File: src/rtl/bank_rdata_return_pkg.sv
// xmem bank return path: shared types, bank counts and tag encoder.
// Used by both the address-side decode and the read-data return path.
package bank_rdata_return_pkg;

  typedef enum logic [1:0] {
    MEM_TYPE_SCALAR = 2'd0,
    MEM_TYPE_ARRAY  = 2'd1,
    MEM_TYPE_CYCLIC = 2'd2
  } mem_type_e;

  // Entry n is the bank count of memory type n.
  localparam logic [2:0][7:0] BANK_NUM = {8'd4, 8'd4, 8'd2};

  localparam int BANK_RD_LAT = 2;

  function automatic int max3(input int a, input int b, input int c);
    int m;
    m = (a > b) ? a : b;
    return (m > c) ? m : c;
  endfunction

  localparam int MAX_BANKS = max3(int'(BANK_NUM[0]),
                                  int'(BANK_NUM[1]),
                                  int'(BANK_NUM[2]));
  localparam int BANK_IDX_W =
    (MAX_BANKS > 1) ? $clog2(MAX_BANKS) : 1;

  // Each type owns a power-of-two slot of the match vector,
  // so the flat one-hot index splits into {type, bank}.
  localparam int SLOT_W    = 1 << BANK_IDX_W;
  localparam int ENC_W     = 3 * SLOT_W;
  localparam int ENC_IDX_W = 2 + BANK_IDX_W;

  typedef struct packed {
    mem_type_e               mem_type;
    logic [BANK_IDX_W-1:0]   bank_idx;
  } bank_tag_t;

  // Returns {idx, err}; err is set unless exactly one bit is set.
  function automatic logic [ENC_IDX_W:0] onehot_enc(
    input logic [ENC_W-1:0] v
  );
    logic [ENC_IDX_W-1:0] idx;
    int                   cnt;
    idx = '0;
    cnt = 0;
    for (int i = 0; i < ENC_W; i++) begin
      if (v[i]) begin
        idx = ENC_IDX_W'(i);
        cnt++;
      end
    end
    return {idx, (cnt != 1)};
  endfunction

endpackage

File: src/rtl/bank_rsp_fifo.sv
// Response FIFO for the bank return path.
// Head is read straight from the storage registers.
module bank_rsp_fifo #(
  parameter int WIDTH = 33,
  parameter int DEPTH = 4
) (
  input  logic             clk,
  input  logic             rstn,
  input  logic             push,
  input  logic             pop,
  input  logic [WIDTH-1:0] din,
  output logic             full,
  output logic             empty,
  output logic [WIDTH-1:0] head
);

  localparam int AW = $clog2(DEPTH);

  logic [WIDTH-1:0] r_mem [DEPTH];
  logic [AW-1:0]    r_wp;
  logic [AW-1:0]    r_rp;
  logic [AW:0]      r_cnt;
  logic             w_do_pop;
  logic             w_do_push;

  assign full      = (r_cnt == (AW+1)'(DEPTH));
  assign empty     = (r_cnt == '0);
  assign head      = r_mem[r_rp];
  assign w_do_pop  = pop & ~empty;
  assign w_do_push = push & (~full | w_do_pop);

  // Storage, wrap-around pointers and occupancy.
  always_ff @(posedge clk or negedge rstn) begin
    if (!rstn) begin
      for (int i = 0; i < DEPTH; i++) r_mem[i] <= '0;
      r_wp  <= '0;
      r_rp  <= '0;
      r_cnt <= '0;
    end else begin
      if (w_do_push) begin
        r_mem[r_wp] <= din;
        r_wp        <= r_wp + AW'(1);
      end
      if (w_do_pop) r_rp <= r_rp + AW'(1);
      unique case ({w_do_push, w_do_pop})
        2'b10:   r_cnt <= r_cnt + (AW+1)'(1);
        2'b01:   r_cnt <= r_cnt - (AW+1)'(1);
        default: r_cnt <= r_cnt;
      endcase
    end
  end

  a_no_overflow: assert property (
    @(posedge clk) disable iff (!rstn)
    push |-> (!full || pop));

endmodule

File: src/rtl/bank_rdata_return.sv
// xmem bank fabric read-data return path.
// Tags reads, tracks bank latency, returns data in order.
module bank_rdata_return
  import bank_rdata_return_pkg::*;
#(
  parameter int DATA_W     = 32,
  parameter int RD_LAT     = BANK_RD_LAT,
  parameter int FIFO_DEPTH = 4,
  parameter int N_SCALAR   = int'(BANK_NUM[MEM_TYPE_SCALAR]),
  parameter int N_ARRAY    = int'(BANK_NUM[MEM_TYPE_ARRAY]),
  parameter int N_CYCLIC   = int'(BANK_NUM[MEM_TYPE_CYCLIC])
) (
  input  logic                             clk,
  input  logic                             rstn,
  input  logic                             req_valid,
  input  logic                             req_we,
  output logic                             req_ready,
  input  logic [N_SCALAR-1:0]              matched_scalar,
  input  logic [N_ARRAY-1:0]               matched_array,
  input  logic [N_CYCLIC-1:0]              matched_cyclic,
  input  logic [N_SCALAR-1:0][DATA_W-1:0]  rdata_scalar,
  input  logic [N_ARRAY-1:0][DATA_W-1:0]   rdata_array,
  input  logic [N_CYCLIC-1:0][DATA_W-1:0]  rdata_cyclic,
  output logic                             rsp_valid,
  input  logic                             rsp_ready,
  output logic [DATA_W-1:0]                rsp_data,
  output logic                             rsp_err,
  output logic [$clog2(FIFO_DEPTH):0]      outstanding
);

  localparam int CNT_W = $clog2(FIFO_DEPTH) + 1;
  localparam int FW    = DATA_W + 1;

  if (RD_LAT < 1) begin : g_bad_lat
    $error("RD_LAT must be at least 1");
  end
  if (FIFO_DEPTH < 2 || (FIFO_DEPTH & (FIFO_DEPTH - 1)) != 0)
  begin : g_bad_depth
    $error("FIFO_DEPTH must be a power of two >= 2");
  end
  if (N_SCALAR > SLOT_W || N_ARRAY > SLOT_W || N_CYCLIC > SLOT_W)
  begin : g_bad_banks
    $error("bank count exceeds package tag width");
  end

  logic                  w_rd_fire;
  logic                  w_pop;
  logic                  w_push;
  logic                  w_full;
  logic                  w_empty;
  logic [SLOT_W-1:0]     w_pad_s;
  logic [SLOT_W-1:0]     w_pad_a;
  logic [SLOT_W-1:0]     w_pad_c;
  logic [ENC_IDX_W:0]    w_enc;
  bank_tag_t             w_tag;
  logic                  w_err;
  bank_tag_t             w_ltag;
  logic                  w_lerr;
  logic [DATA_W-1:0]     w_word;
  logic [FW-1:0]         w_head;
  logic                  w_idx_ok;
  logic [CNT_W-1:0]      r_out;
  logic                  r_vld [RD_LAT];
  bank_tag_t             r_tag [RD_LAT];
  logic                  r_err [RD_LAT];

  assign req_ready   = (r_out < CNT_W'(FIFO_DEPTH));
  assign w_rd_fire   = req_valid & req_ready & ~req_we;
  assign rsp_valid   = ~w_empty;
  assign w_pop       = rsp_valid & rsp_ready;
  assign outstanding = r_out;
  assign rsp_data    = w_head[DATA_W-1:0];
  assign rsp_err     = w_head[DATA_W];

  assign w_pad_s = SLOT_W'(matched_scalar);
  assign w_pad_a = SLOT_W'(matched_array);
  assign w_pad_c = SLOT_W'(matched_cyclic);
  assign w_enc   = onehot_enc({w_pad_c, w_pad_a, w_pad_s});

  // Split the flat one-hot index into {mem_type, bank_idx}.
  always_comb begin
    w_err          = w_enc[0];
    w_tag.mem_type = mem_type_e'(w_enc[ENC_IDX_W -: 2]);
    w_tag.bank_idx = w_enc[BANK_IDX_W:1];
  end

  // Tag pipeline tracking the fixed bank latency; never stalls.
  always_ff @(posedge clk or negedge rstn) begin
    if (!rstn) begin
      for (int s = 0; s < RD_LAT; s++) begin
        r_vld[s] <= 1'b0;
        r_tag[s] <= '0;
        r_err[s] <= 1'b0;
      end
    end else begin
      r_vld[0] <= w_rd_fire;
      r_tag[0] <= w_tag;
      r_err[0] <= w_err;
      for (int s = 1; s < RD_LAT; s++) begin
        r_vld[s] <= r_vld[s-1];
        r_tag[s] <= r_tag[s-1];
        r_err[s] <= r_err[s-1];
      end
    end
  end

  assign w_ltag = r_tag[RD_LAT-1];
  assign w_lerr = r_err[RD_LAT-1];
  assign w_push = r_vld[RD_LAT-1];

  // Pick the addressed bank's data; bad tags return zero.
  always_comb begin
    w_word = '0;
    if (!w_lerr) begin
      unique case (w_ltag.mem_type)
        MEM_TYPE_SCALAR:
          for (int b = 0; b < N_SCALAR; b++)
            if (int'(w_ltag.bank_idx) == b)
              w_word = rdata_scalar[b];
        MEM_TYPE_ARRAY:
          for (int b = 0; b < N_ARRAY; b++)
            if (int'(w_ltag.bank_idx) == b)
              w_word = rdata_array[b];
        MEM_TYPE_CYCLIC:
          for (int b = 0; b < N_CYCLIC; b++)
            if (int'(w_ltag.bank_idx) == b)
              w_word = rdata_cyclic[b];
        default: w_word = '0;
      endcase
    end
  end

  // Credit count: reads in the tag pipe plus entries queued.
  always_ff @(posedge clk or negedge rstn) begin
    if (!rstn) begin
      r_out <= '0;
    end else if (w_rd_fire && !w_pop) begin
      r_out <= r_out + CNT_W'(1);
    end else if (!w_rd_fire && w_pop) begin
      r_out <= r_out - CNT_W'(1);
    end
  end

  bank_rsp_fifo #(
    .WIDTH (FW),
    .DEPTH (FIFO_DEPTH)
  ) u_fifo (
    .clk   (clk),
    .rstn  (rstn),
    .push  (w_push),
    .pop   (w_pop),
    .din   ({w_lerr, w_word}),
    .full  (w_full),
    .empty (w_empty),
    .head  (w_head)
  );

  // Bank index must lie inside its type's bank count.
  always_comb begin
    w_idx_ok = 1'b0;
    unique case (w_ltag.mem_type)
      MEM_TYPE_SCALAR: w_idx_ok = int'(w_ltag.bank_idx) < N_SCALAR;
      MEM_TYPE_ARRAY:  w_idx_ok = int'(w_ltag.bank_idx) < N_ARRAY;
      MEM_TYPE_CYCLIC: w_idx_ok = int'(w_ltag.bank_idx) < N_CYCLIC;
      default:         w_idx_ok = 1'b0;
    endcase
  end

  a_out_range: assert property (
    @(posedge clk) disable iff (!rstn)
    r_out <= CNT_W'(FIFO_DEPTH));

  a_idx_range: assert property (
    @(posedge clk) disable iff (!rstn)
    (w_push && !w_lerr) |-> w_idx_ok);

  a_push_room: assert property (
    @(posedge clk) disable iff (!rstn)
    w_push |-> (!w_full || w_pop));

endmodule

File: config.mk
export PLATFORM = sky130hd
export DESIGN_NAME = bank_rdata_return
export DESIGN_NICKNAME = d
export VERILOG_FILES = /design/src/rtl/bank_rdata_return_pkg.sv /design/src/rtl/bank_rsp_fifo.sv /design/src/rtl/bank_rdata_return.sv
export SDC_FILE = /design/constraint.sdc
export NUM_CORES = 1
export LEC_CHECK = 0
export ABC_AREA = 0
export BUFFER_PORTS_ARGS = -buffer_cell sky130_fd_sc_hd__buf_2
export CORE_AREA = 4 4 154 156
export CTS_CLUSTER_SIZE = 30
export DETAILED_ROUTE_END_ITERATION = 7
export DIE_AREA = 0 0 158 160
export PLACE_DENSITY = 0.73
export SLEW_MARGIN = 5
export SYNTH_ARGS = -nofsm -noshare
export SYNTH_HDL_FRONTEND = slang
export SYNTH_SLANG_ARGS = --single-unit
File: constraint.sdc
create_clock -name clk -period 2.2 [get_ports clk]
set_input_delay 0.22 -clock clk [delete_from_list [all_inputs] [get_ports clk]]
set_output_delay 0.22 -clock clk [all_outputs]
set_load 0.005 [all_outputs]
Word-level counts from Yosys, hierarchy flattened
Cells that the tools add are included.

word-level totals
  bits in registers = 154
  output and inout bits = 38

cells by class
  add/sub/neg operators = 15
  magnitude comparators = 4
  equality and inequality tests = 9
  mux-type cells = 40
  bitwise operators = 11
  reduce and logical (&&, ||, !) cells = 10

operator list
  cell                   number
  $mux 32                20
  $add 32x2->32 const B  9
  $bwmux 132             1
  $mux 33                3
  $pmux 32 s3            1
  $bmux 33 s2            1
  $demux 33 s2           1
  $mux 4                 8
  $ne 32x2->1 const B    1
  $eq 2x2->1 const B     4
  $add 3x1->3 const B    2
  $eq 2x1->1 const B     3
  $ge 3x3->1 const B     2
  $mux 3                 2
  $not 2->3              2
  $pmux 3 s2             1
  $sub 3x1->3 const B    2
  $and 1x1->1            5
  $add 2x1->2 const B    2
  $logic_not 2->1        2
  $reduce_bool 2->1      2
  $eq 3x3->1 const B     1
  $logic_and 1x1->1      3
  $logic_not 3->1        1
  other kinds (6)        10

Depth between registers and ports, before layout
Gate-level depths: netlist of run 1.

  word-level depth = 20
  gate-level depth with buffers = 28
  mapped depth without buffers = 28

Modules after synthesis
From an unflattened synthesis of run 1, not the netlist that was laid out.

unflattened totals
  cells, all modules = 797
  area total of the unflattened synthesis = 10060.9 µm²

by module, submodules not included
  module             times used  cells each  area each (µm²)
  bank_rsp_fifo      1           358         6150.9
  bank_rdata_return  1           439         3910.0

Worst setup path before layout of run 1
Ideal clock, no wire load.

  path kind = input-to-reg
  from = input matched_scalar[0]
  to = register r_err[1] in the netlist's numbering
  data arrival time = 4721 ps
  setup slack = -2661 ps
  stages = 27
  cell sequence = ha_1 -> and2b_1 -> or2_2 -> ha_1 -> nor2b_1 -> nor2_1 -> ha_1 -> nand2_1 -> o31ai_1 -> ha_1 -> nand2_1 -> o31a_1 -> nor2_1 -> ha_1 -> nand2_1 -> o31ai_1 -> ha_1 -> nand2b_1 -> o21a_1 -> ha_1 -> and2_1 -> or2_2 -> ha_1 -> xnor2_1 -> nand4b_1 -> o41ai_1 -> o211ai_1

on the way
  longest elaborated chain between the ends = 20

RTL lines
  element                          RTL line                     text
  from (decl)                      bank_rdata_return.sv:18      input logic [N_SCALAR-1:0] matched_scalar,
  $mux 1 (*)                       bank_rdata_return_pkg.sv:48  if (v[i]) begin
  $add 32x2->32                    bank_rdata_return_pkg.sv:50  cnt++;
  $mux 32 (*)                      bank_rdata_return_pkg.sv:48
  $add 32x2->32                    bank_rdata_return_pkg.sv:50
  $mux 32 (*)                      bank_rdata_return_pkg.sv:48
  $add 32x2->32                    bank_rdata_return_pkg.sv:50
  $mux 32 (*)                      bank_rdata_return_pkg.sv:48
  $add 32x2->32                    bank_rdata_return_pkg.sv:50
  [... 5 more ...]                 n/a
  $add 32x2->32                    bank_rdata_return_pkg.sv:50
  $mux 32 (*)                      bank_rdata_return_pkg.sv:48
  $add 32x2->32                    bank_rdata_return_pkg.sv:50
  $mux 32 (*)                      bank_rdata_return_pkg.sv:48
  $add 32x2->32                    bank_rdata_return_pkg.sv:50
  $mux 32 (*)                      bank_rdata_return_pkg.sv:48
  $ne 32x2->1 (*)                  bank_rdata_return_pkg.sv:53  return {idx, (cnt != 1)};
  named net w_err                  bank_rdata_return.sv:56      logic w_err;
  to (signal, indexed assignment)  bank_rdata_return.sv:102     r_err[s] <= r_err[s-1];
  to (decl)                        bank_rdata_return.sv:65      logic r_err [RD_LAT];

Mark *: on every way through the listed nets, which the timed path passes. The rest lies on a longest branch.
A chain may end at the register's enable or synchronous reset.

Final worst setup path of run 1
  from = input matched_scalar[1]
  to = register r_err[1] in the netlist's numbering

on the way
  longest elaborated chain between the ends = 18

RTL lines
  element           RTL line
  $mux 32 (*)       bank_rdata_return_pkg.sv:48
  $add 32x2->32     bank_rdata_return_pkg.sv:50
  $mux 32 (*)       bank_rdata_return_pkg.sv:48
  $add 32x2->32     bank_rdata_return_pkg.sv:50
  $mux 32 (*)       bank_rdata_return_pkg.sv:48
  $add 32x2->32     bank_rdata_return_pkg.sv:50
  $mux 32 (*)       bank_rdata_return_pkg.sv:48
  $add 32x2->32     bank_rdata_return_pkg.sv:50
  [... 3 more ...]  n/a
  $add 32x2->32     bank_rdata_return_pkg.sv:50
  $mux 32 (*)       bank_rdata_return_pkg.sv:48
  $add 32x2->32     bank_rdata_return_pkg.sv:50
  $mux 32 (*)       bank_rdata_return_pkg.sv:48
  $add 32x2->32     bank_rdata_return_pkg.sv:50
  $mux 32 (*)       bank_rdata_return_pkg.sv:48
  $ne 32x2->1 (*)   bank_rdata_return_pkg.sv:53
  named net w_err   bank_rdata_return.sv:56

Marks and branches as above.

==> metrics.txt, run 1 <==
part of the power in the clock network=24.9%; drt via density=5.69; grt ovf=0; Critical Path AT=4.48 ns; #FFs+latches synth=154; area leader, netlist=dfrtp_1; Comb power frac=40.7%; row count=55; Root Buffer=clkbuf_16; routed length per instance=20.1 µm; global-route wire length before repair=47.6 mm; Final ANT Viol Nets=0; failing checks=setup timing; iteration count of the initial detailed-routing pass=6; Tcrit/Tclk final=191%; placed insts=1,499; Final Skew=0.00872 ns; number of CTS-inserted buffers=17; maxcap violations=0; slack of the critical path=-2.00 ns; Routed WL=31.2 mm; status=finished, violations left; HP Class=in -> reg; worst rel slew slack=20.1%; WHS=0.0974 ns; Fin. Hold Viols=0; Largest stage delay, worst path=0.29 ns; Net Sw Frac=32.4%; RSZ-0062 raised after global routing=true; critical setup path kind=in -> reg; endpoints failing setup=1; Req. time, crit path=2.48 ns; IO Pins=373; CTS clk-pin slew, worst paths=0.06 ns; Syn Inst Count=836; Post-DP HPWL=23.3 mm; Mapped Nets=1,187; Peak Freq=0.238 GHz; dpl ws=-2.64 ns; CP bufs+invs=1; ranking of synthesized cells by area=dfrtp_1 39%, mux4_2 18%, mux2_2 14%; worst vdd rail ir drop=0.612 mV; Top delay family on crit path=adder cells; CP endpoint kind=flop; Layout area overhead=38.7%; CTS sink cnt=154; crit path max fanout=3; Netlist cell types=57; vias=8,820; number of synthesized flops with an enable pin=0; Psw=3830 µW; Slew Viols, Final=0; met3 global-route usage=4.63%; number of remaining DRC errors=0; Final GP Congestion=0.880; CTS HTree Levels=4; most frequent cells in the layout=369 x buf_2, 151 x dfrtp_1, 120 x mux2_2; CTS tree=yes; Slowest-stage cell, CP=ha_1; initial drt markers=641; pin count of the biggest net entering global routing=58; clk buf depth=2; worst-margin pin slew=1.20 ns; Seq pwr share=34.4%; Tot Pwr=11,800 µW; Tot GR Track Use=24.0%; GRT met2 Usage=39.5%; post-route minimum period=4.20 ns; crit-path most repeated cell=ha_1; Synth top area share=38.7%; Die Footprint=25,300 µm²; Placeable Area=22,400 µm²; Seq/Total Area, Yosys=38.7%; startpoint types=input pin; Cell Int Power=8000 µW; Layout Cells excl Fill=1,551; Top FF cell, synth=dfrtp_1; met1 usage=33.1%; P_leak=0.00671 µW; Layout fillers=1,800; vias in the first global route=8,891; Chip Height=160 µm; commonest non-fill, non-tap cell in the layout=buf_2; Die Wd=158 µm; Mapped Area=9950 µm²; Port-buffer cells=372; yosys warns=0; ys async rst share=100%; post-synthesis average cell area=11.9 µm²; PwrDens=857 nW/µm²; fraction of final layout cells sized beyond drive strength 1=60.1%; clk_lat worst skew=0.42 ns; NumNets Final=1,603; starting density of the core=44.5%; antenna violations before repair=1; most used routing layer=met2
## metal layers
metal	wire [µm]	vias up	share of wire, %
met1	13100	4425	42
met4	615	0	2.0
met5	0	-	0
met3	1840	49	5.9
met2	15600	334	50
li1	-	4012	-
## what timing repair did
item                                   4_1_cts  5_1_grt
cloned                                       0        4
hold buffers                                 2        0
pin swaps                                   18        4
endpoints found under the hold margin       35        0
setup buffers                                8        5
setup endpoints to repair                   15      106
gates resized for setup                     15       27
## worst paths after layout
| kind | startpoint | end | slack [ns] | cells past startpoint |
|---|---|---|---|---|
| worst max-delay path | matched_scalar[1] | r_err[1] | -2.00 | 28 |
| min in group asynchronous | rstn | u_fifo.r_mem[78] | 0.27 | 2 |
| worst max register to register | r_tag[0] | u_fifo.r_mem[40] | 0.03 | 6 |
| worst min-delay path | req_valid | r_vld[1] | 0.1 | 2 |
| max in group asynchronous | rstn | r_tag[0] | 1.28 | 3 |
| worst min register to register | r_tag[5] | r_tag[1] | 0.35 | 0 |
## state kept, by name (all words and copies together) (netlist names)
register	cells
u_fifo.r_mem	132
r_tag	8
outstanding	3
u_fifo.r_cnt	3
u_fifo.r_rp	2
u_fifo.r_wp	2
r_err	1
r_vld	1
w_lerr	1
w_push	1
## final cells by class
cell class                 count  area, µm²  share of cell area (%)
inverter                      14       52.6                   0.381
multi-input combinational    597       6030                    43.7
sequential                   154       3860                    28.0
tap                          285        357                    2.58
clock inverter                14        160                    1.16
timing repair buffer         468       2900                    21.0
antenna                        1       2.50                  0.0181
clock buffer                  18        439                    3.18
## Yosys cell counts (all sizes together) (2+ instances only)
cell    number
a21oi       48
clkbuf      49
and2         3
inv         14
nor3         4
o31ai       48
fa           2
nand2      106
xor2         7
nand3        5
or3          2
nor2        15
mux4        79
xnor3        3
and3         3
o211ai       4
or2          3
o21ai       23
ha          14
nand2b       2
nor3b        2
nor2b        7
o22ai        2
xnor2       15
a221oi       9
a22oi       31
o22a         2
mux2i       21
buf         22
dfrtp      154
mux2       120
## power by group through the flow
stage          combinational [µW]  clock [µW]  sequential [µW]
6_report                     4810        2940             4070
5_1_grt                      5260        3130             4150
4_1_cts                      4700        2990             4050
3_5_place_dp                 4570           0             4100
3_3_place_gp                 4460           0             4050
2_1_floorplan                3000           0             3930
## cells by family after synthesis
logic type,count (synthesis),share of synthesized area (%)
AOI/OAI and AO/OA,178,12.0
xor gates and xnor gates,26,3.37
adders and majority gates,16,2.16
buffers and inverters,85,3.29
DFF,154,38.7
muxes,220,33.6
and+or+nand+nor,157,6.88
## through the flow
stage                     TNS [ns]  cell area (µm²)  utilization (%)
after global routing         -2.25            13800             61.7
after floorplan              -2.44            10100                -
after global placement       -2.71            12800             57.2
after detailed placement     -2.88            12800             57.2
after CTS                    -2.02            13500             60.5
final                        -2.00            13800             61.7
(Power assumes the default switching activity.)
==> inputs of run 2 (changes only) <==
Settings changed: MAX_ROUTING_LAYER from default to met4.
==> run 2 against run 1 <==
  * The run still ends with setup timing left
  * Die area unchanged
  * Clock skew grew 0.0035 ns
  * Sequential share of layout area barely moved
  * Design area fell by 0.15%
  * Wire length grew 0.23%
  * Count of clock-buffer cells in the layout shrank 1
  * Clock power is essentially flat
  * Sequential cell count unchanged
  * Worst hold slack lost 0.0070 ns
  * Largest power group unchanged
==> metrics.txt, run 2 (same netlist as run 1, synthesis figures left out) <==
commonest non-fill, non-tap cell in the layout=buf_2; CP endpoint kind=flop; met3 wire length=1.82 mm (-1.4%); NumNets Final=1,613 (+0.62%); most frequent cells in the layout=369 x buf_2, 151 x dfrtp_1, 120 x mux2_2; endpoints failing setup=1 (unchanged); failing checks=setup timing; vias in the first global route=9,186 (+3.3%); Metal-1 WL=12.9 mm (-1.6%); HP Class=in -> reg; pin count of the biggest net entering global routing=62 (+6.9%); max reg flops=132 (unchanged); Die Wd=158 µm (unchanged); CTS clk-pin slew, worst paths=0.06 ns (about the same); placed insts=1,495 (-0.27%); starting density of the core=44.5% (unchanged); CTS tree=yes; row count=55 (unchanged); clk buf depth=2 (unchanged); Slowest-stage cell, CP=ha_1; antenna cell count=0 (-1); crit path max fanout=4 (+1); Largest stage delay, worst path=0.32 ns (+0.03 ns); Peak Freq=0.230 GHz (-3.6%); worst vdd rail ir drop=0.590 mV (-3.5%); drt via density=5.71 (+0.36%); PwrDens=857 nW/µm² (about the same); vias=8,897 (+0.87%); initial drt markers=674 (+5.1%); status=finished, violations left; P_leak=0.00672 µW (about the same); clk_lat worst skew=0.42 ns (about the same); Die Footprint=25,300 µm² (unchanged); Layout Cells excl Fill=1,559 (+0.52%); Layout fillers=1,787 (-0.72%); Tcrit/Tclk final=198% (+7.2 points); Placeable Area=22,400 µm² (unchanged); Critical Path AT=4.69 ns (+0.21 ns); worst-margin pin slew=1.17 ns (-0.0251 ns); IO Pins=373 (unchanged); number of CTS-inserted buffers=17 (unchanged); worst rel slew slack=21.8% (+1.7 points); slack of the critical path=-2.16 ns (-0.159 ns); post-route minimum period=4.36 ns (+0.159 ns); Chip Height=160 µm (unchanged); Routed WL=31.2 mm (+0.23%); maxcap violations=0 (unchanged); CTS HTree Levels=4 (unchanged); Final ANT Viol Nets=0 (unchanged); WL met2=15.9 mm (+2.1%); antenna violations before repair=0 (-1); Top Metal Used=met4; Req. time, crit path=2.53 ns (+0.05 ns); critical setup path kind=in -> reg; Final Skew=0.0122 ns (+0.00350 ns); CTS sink cnt=154 (unchanged); Fin. Hold Viols=0 (unchanged); iteration count of the initial detailed-routing pass=5 (-1); Slew Viols, Final=0 (unchanged); Most flops, register=u_fifo.r_mem; Port-buffer cells=372 (unchanged); Root Buffer=clkbuf_16; global-route wire length before repair=48.4 mm (+1.8%); crit-path most repeated cell=buf_4; Tot GR Track Use=25.1% (+1.0 points); Final GP Congestion=0.951 (+8.1%); fraction of final layout cells sized beyond drive strength 1=59.9% (-0.19 points); Layout area overhead=38.4%; startpoint types=input pin; grt ovf=0 (unchanged); area of the multi-input gates=6020 µm² (-0.17%); number of remaining DRC errors=0 (unchanged); top flop regs=u_fifo.r_mem: 132 flops, r_tag: 8 flops; RSZ-0062 raised after global routing=true; Post-DP HPWL=23.1 mm (-0.81%); dpl ws=-2.64 ns (-0.00366 ns); FF/Latch Area=3860 µm² (unchanged); routed length per instance=20.0 µm (-0.28%)
run 2: path summary, 6_finish.rpt:
| path | from | end | slack (ns) | cells past startpoint |
|---|---|---|---|---|
| max | matched_scalar[0] | r_err[1] | -2.16 | 32 |
| min | req_valid | r_vld[1] | 0.09 | 2 |
| max reg2reg | r_tag[0] | u_fifo.r_mem[93] | 0.01 | 6 |
| min reg2reg | r_err[1] | w_lerr | 0.35 | 0 |
| max in group asynchronous | rstn | r_tag[1] | 1.12 | 3 |
| min in group asynchronous | rstn | u_fifo.r_mem[78] | 0.35 | 2 |
run 2: cell type report:
class	count	share of cell area, %
sequential	154	28.0
multi-input combinational	597	43.7
clock buffer	17	3.09
timing repair buffer	478	21.1
tap	285	2.59
clock inverter	14	1.18
inverter	14	0.381
run 2: timing repair:
action	in CTS	in global routing
pin swaps	21	9
endpoints found under the setup margin	1	59
buffers inserted	20	11
gates resized for setup	11	23
hold endpoints to repair	60	0
hold buffers	2	0
run 2: stage by stage:
stage / area (µm²) / hold slack, ns / utilization (%) / setup TNS [ns] / total power (µW)
CTS: 13600 / 0.0792 / 60.8 / -2.02 / 11800
global placement: 12800 / 0.234 / 57.2 / -2.54 / 8490
floorplan: 10100 / -0.0756 / - / -2.44 / 6930
global route: 13800 / 0.0840 / 61.6 / -2.47 / 12500
detailed placement: 12800 / 0.246 / 57.2 / -2.64 / 8650
finish: 13800 / 0.0905 / 61.6 / -2.16 / 11800
run 2: routing by layer:
layer  up-vias  GRT usage (%)
met2       359           40.2
met1      4455           33.7
met5         -              -
met3        43           3.93
met4         0           6.20
li1       4040              -
run 2: critical path: cells and delay by family:
family                   cells  cell delay [ns]
AND/OR/NAND/NOR              3             0.23
buffers and inverters       19             2.29
adder cells (fa/ha/maj)      3             0.86
AO/OA/AOI/OAI                6             0.92
XOR/XNOR                     1             0.19
run 2: power breakdown:
group          switching (µW)  leakage [µW]  total (µW)  internal, µW
clock                    1230      0.000276        2920          1690
sequential                429       0.00206        4050          3620
combinational            2200       0.00438        4850          2650
